**config.mk**
```make
export PLATFORM = sky130hd
export DESIGN_NAME = conv_seq_ctrl
export DESIGN_NICKNAME = d
export VERILOG_FILES = /design/src/rtl/conv_pkg.sv /design/src/rtl/conv_idx_gen.sv /design/src/rtl/conv_seq_ctrl.sv
export SDC_FILE = /design/constraint.sdc
export NUM_CORES = 1
export LEC_CHECK = 0
export ABC_CLOCK_PERIOD_IN_PS = 5000
export CAP_MARGIN = 10
export CORE_ASPECT_RATIO = 0.5
export CORE_UTILIZATION = 57
export CTS_BUF_LIST = sky130_fd_sc_hd__clkbuf_4 sky130_fd_sc_hd__clkbuf_8
export CTS_CLUSTER_SIZE = 40
export DETAILED_ROUTE_END_ITERATION = 12
export PLACE_DENSITY = 0.85
export SYNTH_ARGS = -nofsm -noshare
export SYNTH_HDL_FRONTEND = slang
export SYNTH_SLANG_ARGS = --single-unit
export TNS_END_PERCENT = 10
```
**constraint.sdc**
```tcl
create_clock -name clk -period 5 [get_ports clk]
set_input_delay 1.25 -clock clk [delete_from_list [all_inputs] [get_ports clk]]
set_output_delay 1.25 -clock clk [all_outputs]
set_load 0.005 [all_outputs]
```
**src/rtl/conv_pkg.sv**
```systemverilog
// conv_pkg: shared definitions for the 1-D convolution sequencer.
//   - conv_state_t : sequencer state encoding, also exported on the debug port
//   - CR_*         : field offsets/widths inside the configuration word
//   - MAC_LAT_DEF  : default MAC datapath latency (mac_en cycle -> accumulator)
//   - size_ok()    : legality check of one sequence length
package conv_pkg;

    typedef enum logic [2:0] {
        ST_STANDBY  = 3'd0,
        ST_CONFIG   = 3'd1,
        ST_OUT_INIT = 3'd2,
        ST_ISSUE    = 3'd3,
        ST_DRAIN    = 3'd4,
        ST_DONE     = 3'd5
    } conv_state_t;

    localparam int CR_SIZE_X_LSB = 0;
    localparam int CR_SIZE_H_LSB = 8;
    localparam int CR_SIZE_W     = 8;

    localparam int MAC_LAT_DEF = 2;

    // A length is legal when it is non-zero and fits the input memory.
    function automatic logic size_ok(input logic [CR_SIZE_W-1:0] sz, input int aw);
        return (sz != '0) && (int'(sz) <= (1 << aw));
    endfunction

endpackage

```
**src/rtl/conv_idx_gen.sv**
```systemverilog
// conv_idx_gen: k-range generator for one output index n.
//   Inputs : clk, rst_a (async, active low), en_s (clock enable), load,
//            n, size_x, size_h (signed, NW bits)
//   Outputs: k_lo   - first k for this n, combinational from n
//            j_lo   - n - k_lo, the matching first H address, combinational
//            k_hi   - last k for this n, registered on load
//            last_n - n is the final output index, registered on load
// k_lo/j_lo are consumed in the same cycle that load is high; k_hi/last_n
// are consumed in the following ISSUE/DRAIN cycles.
module conv_idx_gen
    import conv_pkg::*;
#(
    parameter int NW = 8
) (
    input  logic                 clk,
    input  logic                 rst_a,
    input  logic                 en_s,
    input  logic                 load,
    input  logic signed [NW-1:0] n,
    input  logic signed [NW-1:0] size_x,
    input  logic signed [NW-1:0] size_h,
    output logic signed [NW-1:0] k_lo,
    output logic signed [NW-1:0] j_lo,
    output logic signed [NW-1:0] k_hi,
    output logic                 last_n
);

    localparam logic signed [NW-1:0] ONE = NW'(1);

    logic signed [NW-1:0] lo_raw;
    logic signed [NW-1:0] hi_raw;
    logic signed [NW-1:0] k_hi_c;
    logic                 last_c;

    always_comb begin
        // n-size_h+1 goes negative for the leading outputs; clamp at 0.
        lo_raw = n - size_h + ONE;
        k_lo   = lo_raw[NW-1] ? '0 : lo_raw;
        j_lo   = n - k_lo;
        hi_raw = size_x - ONE;
        k_hi_c = (n < hi_raw) ? n : hi_raw;
        last_c = (n == (size_x + size_h - ONE - ONE));
    end

    always_ff @(posedge clk or negedge rst_a) begin
        if (!rst_a) begin
            k_hi   <= '0;
            last_n <= 1'b0;
        end else if (en_s && load) begin
            k_hi   <= k_hi_c;
            last_n <= last_c;
        end
    end

endmodule

```
**src/rtl/conv_seq_ctrl.sv**
```systemverilog
// conv_seq_ctrl: sequencer of the 1-D convolution coprocessor,
// y[n] = sum_k x[k]*h[n-k].
//   clk, rst_a      : clock, asynchronous active-low reset
//   en_s            : global clock enable, low freezes every register
//   start, confReg  : run request and {size_h, size_x} configuration
//   addrX, addrH    : X/H memory read addresses (k and n-k)
//   mac_en, mac_clr : MAC accumulate strobe / load-first-product qualifier
//   addrWR, enWR    : output memory write address (n) and enable
//   busy_f, done_f  : run in progress / one-cycle completion pulse
//   cfg_err         : last start carried an illegal size, sticky
//   dbg_state       : current sequencer state
//
// Control protocol: start is a level request sampled only in STANDBY; the
// cycle after acceptance busy_f is high and stays high until the sequencer
// is back in STANDBY. done_f pulses for exactly one cycle at the end of
// every accepted start, including one rejected for illegal sizes. There is
// no backpressure from the memories or the MAC.
module conv_seq_ctrl
    import conv_pkg::*;
#(
    parameter int ADDR_WIDTH_MEMI = 6,
    parameter int ADDR_WIDTH_MEMO = 7,
    parameter int SIZE_CR         = 1,
    parameter int MAC_LAT         = MAC_LAT_DEF
) (
    input  logic                       clk,
    input  logic                       rst_a,
    input  logic                       en_s,
    input  logic                       start,
    input  logic [SIZE_CR*32-1:0]      confReg,
    output logic [ADDR_WIDTH_MEMI-1:0] addrX,
    output logic [ADDR_WIDTH_MEMI-1:0] addrH,
    output logic                       mac_en,
    output logic                       mac_clr,
    output logic [ADDR_WIDTH_MEMO-1:0] addrWR,
    output logic                       enWR,
    output logic                       busy_f,
    output logic                       done_f,
    output logic                       cfg_err,
    output conv_state_t                dbg_state
);

    // One extra bit over the output address keeps n-size_h+1 signed.
    localparam int NW = ADDR_WIDTH_MEMO + 1;
    localparam int DW = $clog2(MAC_LAT + 2);
    localparam logic signed [NW-1:0] ONE = NW'(1);

    conv_state_t          state;
    logic signed [NW-1:0] n_r;
    logic signed [NW-1:0] k_r;
    logic signed [NW-1:0] j_r;
    logic signed [NW-1:0] sx_r;
    logic signed [NW-1:0] sh_r;
    logic                 first_r;
    logic [DW-1:0]        drain_r;

    logic signed [NW-1:0] k_lo;
    logic signed [NW-1:0] j_lo;
    logic signed [NW-1:0] k_hi;
    logic                 last_n;

    logic [CR_SIZE_W-1:0] cfg_sx;
    logic [CR_SIZE_W-1:0] cfg_sh;
    logic                 cfg_ok;
    logic                 cfg_unused;

    assign cfg_sx     = confReg[CR_SIZE_X_LSB +: CR_SIZE_W];
    assign cfg_sh     = confReg[CR_SIZE_H_LSB +: CR_SIZE_W];
    assign cfg_ok     = size_ok(cfg_sx, ADDR_WIDTH_MEMI) && size_ok(cfg_sh, ADDR_WIDTH_MEMI);
    assign cfg_unused = ^confReg[SIZE_CR*32-1:16];

    // Read addresses come straight from the k and n-k counters.
    assign addrX     = k_r[ADDR_WIDTH_MEMI-1:0];
    assign addrH     = j_r[ADDR_WIDTH_MEMI-1:0];
    assign dbg_state = state;

    conv_idx_gen #(
        .NW (NW)
    ) u_idx (
        .clk    (clk),
        .rst_a  (rst_a),
        .en_s   (en_s),
        .load   (state == ST_OUT_INIT),
        .n      (n_r),
        .size_x (sx_r),
        .size_h (sh_r),
        .k_lo   (k_lo),
        .j_lo   (j_lo),
        .k_hi   (k_hi),
        .last_n (last_n)
    );

    always_ff @(posedge clk or negedge rst_a) begin
        if (!rst_a) begin
            state   <= ST_STANDBY;
            n_r     <= '0;
            k_r     <= '0;
            j_r     <= '0;
            sx_r    <= '0;
            sh_r    <= '0;
            first_r <= 1'b0;
            drain_r <= '0;
            mac_en  <= 1'b0;
            mac_clr <= 1'b0;
            addrWR  <= '0;
            enWR    <= 1'b0;
            busy_f  <= 1'b0;
            done_f  <= 1'b0;
            cfg_err <= 1'b0;
        end else if (en_s) begin
            // mac_en/mac_clr are the one-stage delay of the issue slot, so
            // they line up with the synchronous memory read data.
            mac_en  <= 1'b0;
            mac_clr <= 1'b0;
            enWR    <= 1'b0;
            case (state)
                ST_STANDBY: begin
                    done_f <= 1'b0;
                    if (start) begin
                        state   <= ST_CONFIG;
                        busy_f  <= 1'b1;
                        cfg_err <= 1'b0;
                    end
                end
                ST_CONFIG: begin
                    sx_r <= NW'(cfg_sx);
                    sh_r <= NW'(cfg_sh);
                    if (!cfg_ok) begin
                        state   <= ST_STANDBY;
                        cfg_err <= 1'b1;
                        busy_f  <= 1'b0;
                        done_f  <= 1'b1;
                    end else begin
                        n_r   <= '0;
                        state <= ST_OUT_INIT;
                    end
                end
                ST_OUT_INIT: begin
                    k_r     <= k_lo;
                    j_r     <= j_lo;
                    first_r <= 1'b1;
                    state   <= ST_ISSUE;
                end
                ST_ISSUE: begin
                    mac_en  <= 1'b1;
                    mac_clr <= first_r;
                    first_r <= 1'b0;
                    if (k_r == k_hi) begin
                        state   <= ST_DRAIN;
                        drain_r <= DW'(MAC_LAT + 1);
                    end else begin
                        k_r <= k_r + ONE;
                        j_r <= j_r - ONE;
                    end
                end
                ST_DRAIN: begin
                    drain_r <= drain_r - DW'(1);
                    // enWR is registered: raise it one count early so it is
                    // visible in the final drain cycle, MAC_LAT+1 after the
                    // last issue.
                    if (drain_r == DW'(2)) begin
                        enWR   <= 1'b1;
                        addrWR <= n_r[ADDR_WIDTH_MEMO-1:0];
                    end
                    if (drain_r == DW'(1)) begin
                        if (last_n) begin
                            state  <= ST_DONE;
                            done_f <= 1'b1;
                        end else begin
                            n_r   <= n_r + ONE;
                            state <= ST_OUT_INIT;
                        end
                    end
                end
                ST_DONE: begin
                    done_f <= 1'b0;
                    busy_f <= 1'b0;
                    state  <= ST_STANDBY;
                end
                default: state <= ST_STANDBY;
            endcase
        end
    end

endmodule

```
==> summary.txt, run 1 <==
Core footprint - 7600 µm²
H-tree depth - 3
Total power after layout - 3.53 mW
Area growth, synth to finish - 15.7%
Clock network fraction of total power - 13.7%
Fin crit period - 4010 ps
NumNets Final - 641
Synthesis warning total - 0
Area used by sequential logic in the layout - 1650 µm²
Status - finished, final reports clean
Fillers - 591
Largest net degree at the start of global routing - 39
Share of layout cells above drive strength 1 - 7.64%
Number of antenna repair diodes - 0
Period utilization - 80.2%
Congestion Overflow GR - 0
Final hold violation count - 0
DRC - 0
Slew @ Worst Pin - 903 ps
Peak VDD IR - 287 µV
Largest stage delay, worst path - 510 ps
CTS clock-pin slew for the worst setup and hold paths - 80 ps
Hold-fix buffer count after cts - 0
Clk root buf - clkbuf_8
Cell row count - 22
CP top delay family - adder cells
Post-Synthesis Mean Instance Area - 8.97 µm²
Power density of the placed cells - 657 nW/µm²
Seq pwr share - 26.0%
Synth Flop Type - dfrtp_1
Area leader, netlist - dfrtp_1
Post-synthesis sequential element count - 66
Critical Path, Cell by Cell - inv_1 -> ha_1 -> inv_1 -> ha_1 -> inv_1 -> fa_1 -> nand2b_1 -> a21oi_1 -> a31oi_1 -> xor2_1 -> nand2_1 -> ha_1 -> nor2b_1 -> o21ai_0 -> nand2b_1 -> a31oi_1 -> xnor3_1 -> o221ai_1
Overall Global Routing Usage - 28.5%
Synth Cell Area - 4640 µm²
Source of the critical timing path - n_r[1]
Final weighted congestion in routability-driven placement - 0.877
Starting density of the core - 61.1%
Part of the total power dissipated in combinational logic - 60.4%
Final TNS setup - 0 ps
Cts bufs inserted - 9
Routed wirelength normalized by instance count - 16.3 µm
Count of vias placed by the detailed router - 3849
Multi-input gate area - 2680 µm²
Reported max-cap violation count - 0
Final design area excluding fillers - 5380 µm²
Area share of the leading cell type in the synthesized netlist - 35.6%
Iter 0 DRT Violations - 451
Max-Slew Margin vs Limit - 39.1%
Placed cell areas - 5170 µm²
Number of enable-type register cells in the synthesized netlist - 0
Chip Width - 130 µm
Proportion of synthesized chip area in sequential cells - 35.6%
Dominant combinational cell family by area after synthesis - compound AO/OA/AOI/OAI gates
Net switching power - 1.55 mW
Synth Area in Compound Gates - 16.2%
Detailed-routing iteration count for the pre-antenna-repair pass - 4
Master of the slowest instance on the critical path - xor2_1
Crit-path max FO - 8
Clock latency on the worst-skew pair - 370 ps
Element type at the critical path start - register
Maximum clock skew at final layout - 9.90 ps
Synthesized netlist net count - 601
Xor and xnor fraction of the mapped netlist area - 8.41%
Switching power share of the total - 44.0%
Critical hold path startpoint - addrWR[1]
DIE HEIGHT - 65.8 µm
Wire length of the first global-routing pass - 17800 µm
Required time of the critical path - 5270 ps
Unrepaired setup endpoints after global routing - no
Count of input and output buffers - 47
Clock sink count - 66
ANT nets after route - 0
Simple-gate portion of the synthesized area - 16.2%
Initial antenna violation count - 0
Hold/Removal Path Class - reg2reg
FFs w/ async S/R, synth - 100%
Fin cells - 671
Sort of element at the end of the critical path - register
Count of cell types in the netlist - 59
Clock tree from TritonCTS - built
Wirelength, routed - 10900 µm
Total leakage power - 2.43 nW
DIE AREA - 8540 µm²
Post-synthesis mux area share - 3.69%
Max-slew violation count - 0
Buffers inserted by post-CTS timing repair - 0
Cell-internal power - 1.98 mW
Number of instances in the synthesized netlist - 518
Max Root-Sink Buffers - 2
Post-synthesis share of cell area spent on full adders, half adders and majority gates - 13.1%
Max frequency - 249 MHz
Final core utilization - 70.8%
Vias in the first global route - 3463
Arrival time reported for the critical path endpoint - 4290 ps
PostCTS Resize Cnt - 0
Hpwl dp - 8160 µm
Final-report setup violation count - 0
Crit Reg-Reg Startpoint - n_r[1]
Main area contributors after synthesis - dfrtp_1, ha_1, o21ai_0, xnor2_1, inv_1
Total I/O pin count - 64
Via/cell ratio - 5.74
Count of placed standard cells including taps - 655
WS Path Type - reg2reg
Number of buffers and inverters on the critical path - 3
==> power by group through the flow <==
stage | clock (mW) | sequential [mW] | combinational (mW)
finish | 0.483 | 0.917 | 2.13
CTS | 0.487 | 0.914 | 2.12
detailed placement | 0 | 0.923 | 2.09
global route | 0.512 | 0.945 | 2.38
floorplan | 0 | 0.859 | 1.58
global placement | 0 | 0.912 | 2.01
==> layout make-up <==
type / count / area share, %
Multi-Input combinational cell: 376 / 49.9
Sequential cell: 66 / 30.7
Timing Repair Buffer: 51 / 9.22
Inverter: 54 / 3.77
Clock buffer: 12 / 2.96
Tap cell: 108 / 2.51
Clock inverter: 4 / 0.931
==> per-stage QoR <==
step | hold slack, ps | setup slack [ps]
floorplan | 447 | 1320
detailed placement | 472 | 1000
global placement | 460 | 1080
finish | 480 | 988
global route | 519 | 526
CTS | 487 | 968
==> worst min-delay path, delay by kind of cell, from the launching register on <==
kind               cells  cell delay (ps)
DFF                    1              350
AOI/OAI and AO/OA      1               60
and+or+nand+nor        1               40
==> cell usage after synthesis (2+ instances only) <==
cell type,instances
a31o_2,2
a32o_1,3
nor2b_1,3
a22oi_1,3
xor2_1,17
o21ai_0,45
o2bb2ai_1,2
a21oi_1,29
a21o_1,8
clkbuf_1,13
mux2_2,9
o22ai_1,2
nand2b_1,8
mux2i_1,7
nand4_1,3
xnor2_1,25
nor4_1,7
o211ai_1,2
a31oi_1,4
o21bai_1,2
o31ai_1,3
and3_1,3
dfrtp_1,66
fa_1,3
o221ai_1,2
nor3_1,11
o21ai_1,2
or3_1,4
nand3_1,12
buf_4,6
nor2_1,30
or4_1,8
nand2_1,52
ha_1,44
inv_1,54
==> metal layers <==
metal	routed length, µm	up-vias	track usage [%]
li1	-	1879	-
met1	5520	1837	42.7
met2	4560	122	40.9
met3	709	11	6.96
met4	112	0	7.27
met5	0	-	0
==> flip-flops by register name, indices dropped and copies added, names as in the netlist, 2 cells and up <==
register	cells
u_idx.k_hi	8
sx_r	8
drain_r	2
j_r	6
sh_r	8
n_r	8
k_r	8
dbg_state	3
addrWR	7
==> cells by family after synthesis <==
group                    count (synthesis)
XOR/XNOR                                43
AND/OR/NAND/NOR                        151
buffers and inverters                   76
adder cells (fa/ha/maj)                 47
flip-flops                              66
AO/OA/AOI/OAI                          119
multiplexers                            16
==> placed cells by master (no fill, tap or decap), types with 8 or more instances in the layout <==
cell type        count
xor2_1              17
clkbuf_8            11
o21ai_0             45
clkdlybuf4s50_1     46
xnor2_1             25
nor3_1              10
a21o_1               8
mux2_2               9
dfrtp_1             66
nand3_1             12
ha_1                44
or4_1                8
nand2b_1             8
inv_1               54
a21oi_1             29
nand2_1             52
nor2_1              30
==> worst paths after layout <==
path	end	slack, ps	depth (start not counted)
setup / recovery	j_r[5]	990	18
hold / removal	addrWR[1]	480	2
setup reg to reg	j_r[5]	990	18
hold reg to reg	addrWR[1]	480	2
max in group asynchronous	k_r[7]	3080	2
min in group asynchronous	sh_r[0]	1000	1
Power figures use the tool's default switching activity.
==> run 2: changes to the inputs <==
ABC_CLOCK_PERIOD_IN_PS = 4150   (was 5000)
clock period = 4.15 ns   (was 5 ns; I/O delays follow)
==> summary.txt, run 2 (same netlist as run 1, synthesis figures left out) <==
Status - finished, final reports clean (unchanged)
Hold-fix buffer count after cts - 0 (unchanged)
Area growth, synth to finish - 16.8% (was 15.7%)
Vias in the first global route - 3588 (was 3463)
Via/cell ratio - 5.82 (was 5.74)
Net switching power - 1.91 mW (was 1.55 mW)
Top Layer Used - met4 (unchanged)
CTS clock-pin slew for the worst setup and hold paths - 80 ps (about the same)
Largest stage delay, worst path - 380 ps (was 510 ps)
Worst-case register-to-register setup slack - 290 ps (was 990 ps)
Wirelength, routed - 11400 µm (was 10900 µm)
Final TNS setup - 0 ps (unchanged)
Slew @ Worst Pin - 842 ps (was 903 ps)
Hpwl dp - 8440 µm (was 8160 µm)
Buffers inserted by post-CTS timing repair - 0 (unchanged)
Initial antenna violation count - 0 (unchanged)
Number of antenna repair diodes - 0 (unchanged)
Max-slew violation count - 0 (unchanged)
Clock latency on the worst-skew pair - 370 ps (about the same)
Critical Path, Cell by Cell - inv_1 -> ha_1 -> inv_1 -> ha_1 -> inv_1 -> fa_1 -> nand2b_1 -> a21oi_1 -> a31oi_1 -> xor2_1 -> buf_4 -> nand2_1 -> ha_1 -> a21o_1 -> a31oi_1 -> xnor3_1 -> o221ai_1 (was inv_1 -> ha_1 -> inv_1 -> ha_1 -> inv_1 -> fa_1 -> nand2b_1 -> a21oi_1 -> a31oi_1 -> xor2_1 -> nand2_1 -> ha_1 -> nor2b_1 -> o21ai_0 -> nand2b_1 -> a31oi_1 -> xnor3_1 -> o221ai_1)
Clk root buf - clkbuf_8 (unchanged)
Multi-input gate area - 2680 µm² (unchanged)
Largest net degree at the start of global routing - 34 (was 39)
Hold depth - 2 (unchanged)
Crit Reg-Reg Startpoint - n_r[1] (unchanged)
Total leakage power - 2.46 nW (was 2.43 nW)
Wire length of the first global-routing pass - 18200 µm (was 17800 µm)
Share of layout cells above drive strength 1 - 8.45% (was 7.64%)
DIE HEIGHT - 65.8 µm (unchanged)
Detailed-routing iteration count for the pre-antenna-repair pass - 5 (was 4)
Crit-path max FO - 5 (was 8)
DRC - 0 (unchanged)
Maximum clock skew at final layout - 11.8 ps (was 9.90 ps)
Final weighted congestion in routability-driven placement - 0.882 (was 0.877)
Part of the total power dissipated in combinational logic - 60.1% (was 60.4%)
Max frequency - 259 MHz (was 249 MHz)
Congestion Overflow GR - 0 (unchanged)
DIE AREA - 8540 µm² (unchanged)
PostCTS Resize Cnt - 0 (unchanged)
Unrepaired setup endpoints after global routing - no (unchanged)
Final design area excluding fillers - 5430 µm² (was 5380 µm²)
Final-report setup violation count - 0 (unchanged)
Peak VDD IR - 407 µV (was 287 µV)
Clock tree from TritonCTS - built (unchanged)
Final hold violation count - 0 (unchanged)
Core footprint - 7600 µm² (unchanged)
Fin crit period - 3860 ps (was 4010 ps)
End of the worst register-to-register path - j_r[5] (unchanged)
Period utilization - 92.9% (was 80.2%)
Routed wire length on met3 - 1050 µm (was 709 µm)
Count of input and output buffers - 47 (unchanged)
Cell depth of the worst flop-to-flop path - 17 (was 18)
Fillers - 573 (was 591)
Placed cell areas - 5200 µm² (was 5170 µm²)
Routed wirelength normalized by instance count - 16.9 µm (was 16.3 µm)
Hold-critical path endpoint - addrWR[1] (unchanged)
Max Root-Sink Buffers - 2 (unchanged)
Total I/O pin count - 64 (unchanged)
Clock network fraction of total power - 14.4% (was 13.7%)
Switching power share of the total - 43.9% (was 44.0%)
Total routed wire length on the met1 layer - 5310 µm (was 5520 µm)
Area used by sequential logic in the layout - 1650 µm² (unchanged)
Cell-internal power - 2.44 mW (was 1.98 mW)
Hold/Removal Path Class - reg2reg (unchanged)
Clock sink count - 66 (unchanged)
Count of vias placed by the detailed router - 3935 (was 3849)
Required time of the critical path - 4440 ps (was 5270 ps)
Iter 0 DRT Violations - 543 (was 451)
Sort of element at the end of the critical path - register (unchanged)
Highest-count cells in the layout ignoring fill and taps - dfrtp_1, inv_1, nand2_1 (unchanged)
Reported max-cap violation count - 0 (unchanged)
Element type at the critical path start - register (unchanged)
Length of routed met2 wiring - 4850 µm (was 4560 µm)
NumNets Final - 646 (was 641)
Power density of the placed cells - 800 nW/µm² (was 657 nW/µm²)
H-tree depth - 3 (unchanged)
Master of the slowest instance on the critical path - dfrtp_1 (was xor2_1)
ANT nets after route - 0 (unchanged)
Cell row count - 22 (unchanged)
Cts bufs inserted - 9 (unchanged)
Seq pwr share - 25.5% (was 26.0%)
Overall Global Routing Usage - 29.3% (was 28.5%)
Final core utilization - 71.4% (was 70.8%)
WS Path Type - reg2reg (unchanged)
Chip Width - 130 µm (unchanged)
Arrival time reported for the critical path endpoint - 4140 ps (was 4290 ps)
Commonest non-fill, non-tap cell in the layout - dfrtp_1 (unchanged)
Starting density of the core - 61.1% (unchanged)
Critical hold path startpoint - addrWR[1] (unchanged)
Max-Slew Margin vs Limit - 43.3% (was 39.1%)
[run 2: how the worst max path moves through the flow]
stage	to	cells past startpoint	start	slack, ps
2_1_floorplan	j_r[5]	18	n_r[1]	470
3_3_place_gp	j_r[5]	17	n_r[1]	500
3_5_place_dp	j_r[5]	18	n_r[1]	320
4_1_cts	j_r[5]	17	n_r[1]	310
5_1_grt	j_r[5]	17	n_r[1]	40
6_report	j_r[5]	17	n_r[1]	290
[run 2: worst max-delay path: cells and delay by family, from the launching register on]
kind            cells  cell delay, ps
compound gates      5             870
xor+xnor            2             560
fa+ha+maj           4            1150
buf+inv             4             510
flops               1             380
simple gates        2             280
[run 2: final cells by class]
| type | instances | share of cell area (%) |
|---|---|---|
| multi-input cells | 376 | 49.4 |
| repair buffers | 56 | 9.82 |
| well taps | 108 | 2.49 |
| flip-flops and latches | 66 | 30.4 |
| clock buffers | 11 | 2.67 |
| inverters | 54 | 3.74 |
| clock inverters | 5 | 1.43 |
[run 2: power by group through the flow]
| stage | Sequential (mW) | Clock, mW | Combinational (mW) |
|---|---|---|---|
| CTS | 1.10 | 0.626 | 2.58 |
| floorplan | 1.04 | 0 | 1.90 |
| detailed placement | 1.11 | 0 | 2.54 |
| global route | 1.14 | 0.657 | 2.89 |
| finish | 1.11 | 0.626 | 2.61 |
| global placement | 1.10 | 0 | 2.44 |
[run 2: layer usage]
layer	vias to the layer above	track usage, %
li1	1884	-
met1	1849	41.4
met2	176	43.4
met3	26	8.09
met4	0	9.74
met5	-	0
[run 2: through the flow]
stage | hold slack, ps | cells | setup slack [ps] | total power, mW
floorplan | 447 | 518 | 474 | 2.94
global route | 517 | 676 | 44.8 | 4.69
detailed placement | 470 | 660 | 321 | 3.65
finish | 480 | 676 | 293 | 4.34
global placement | 461 | 660 | 502 | 3.54
CTS | 487 | 676 | 311 | 4.30
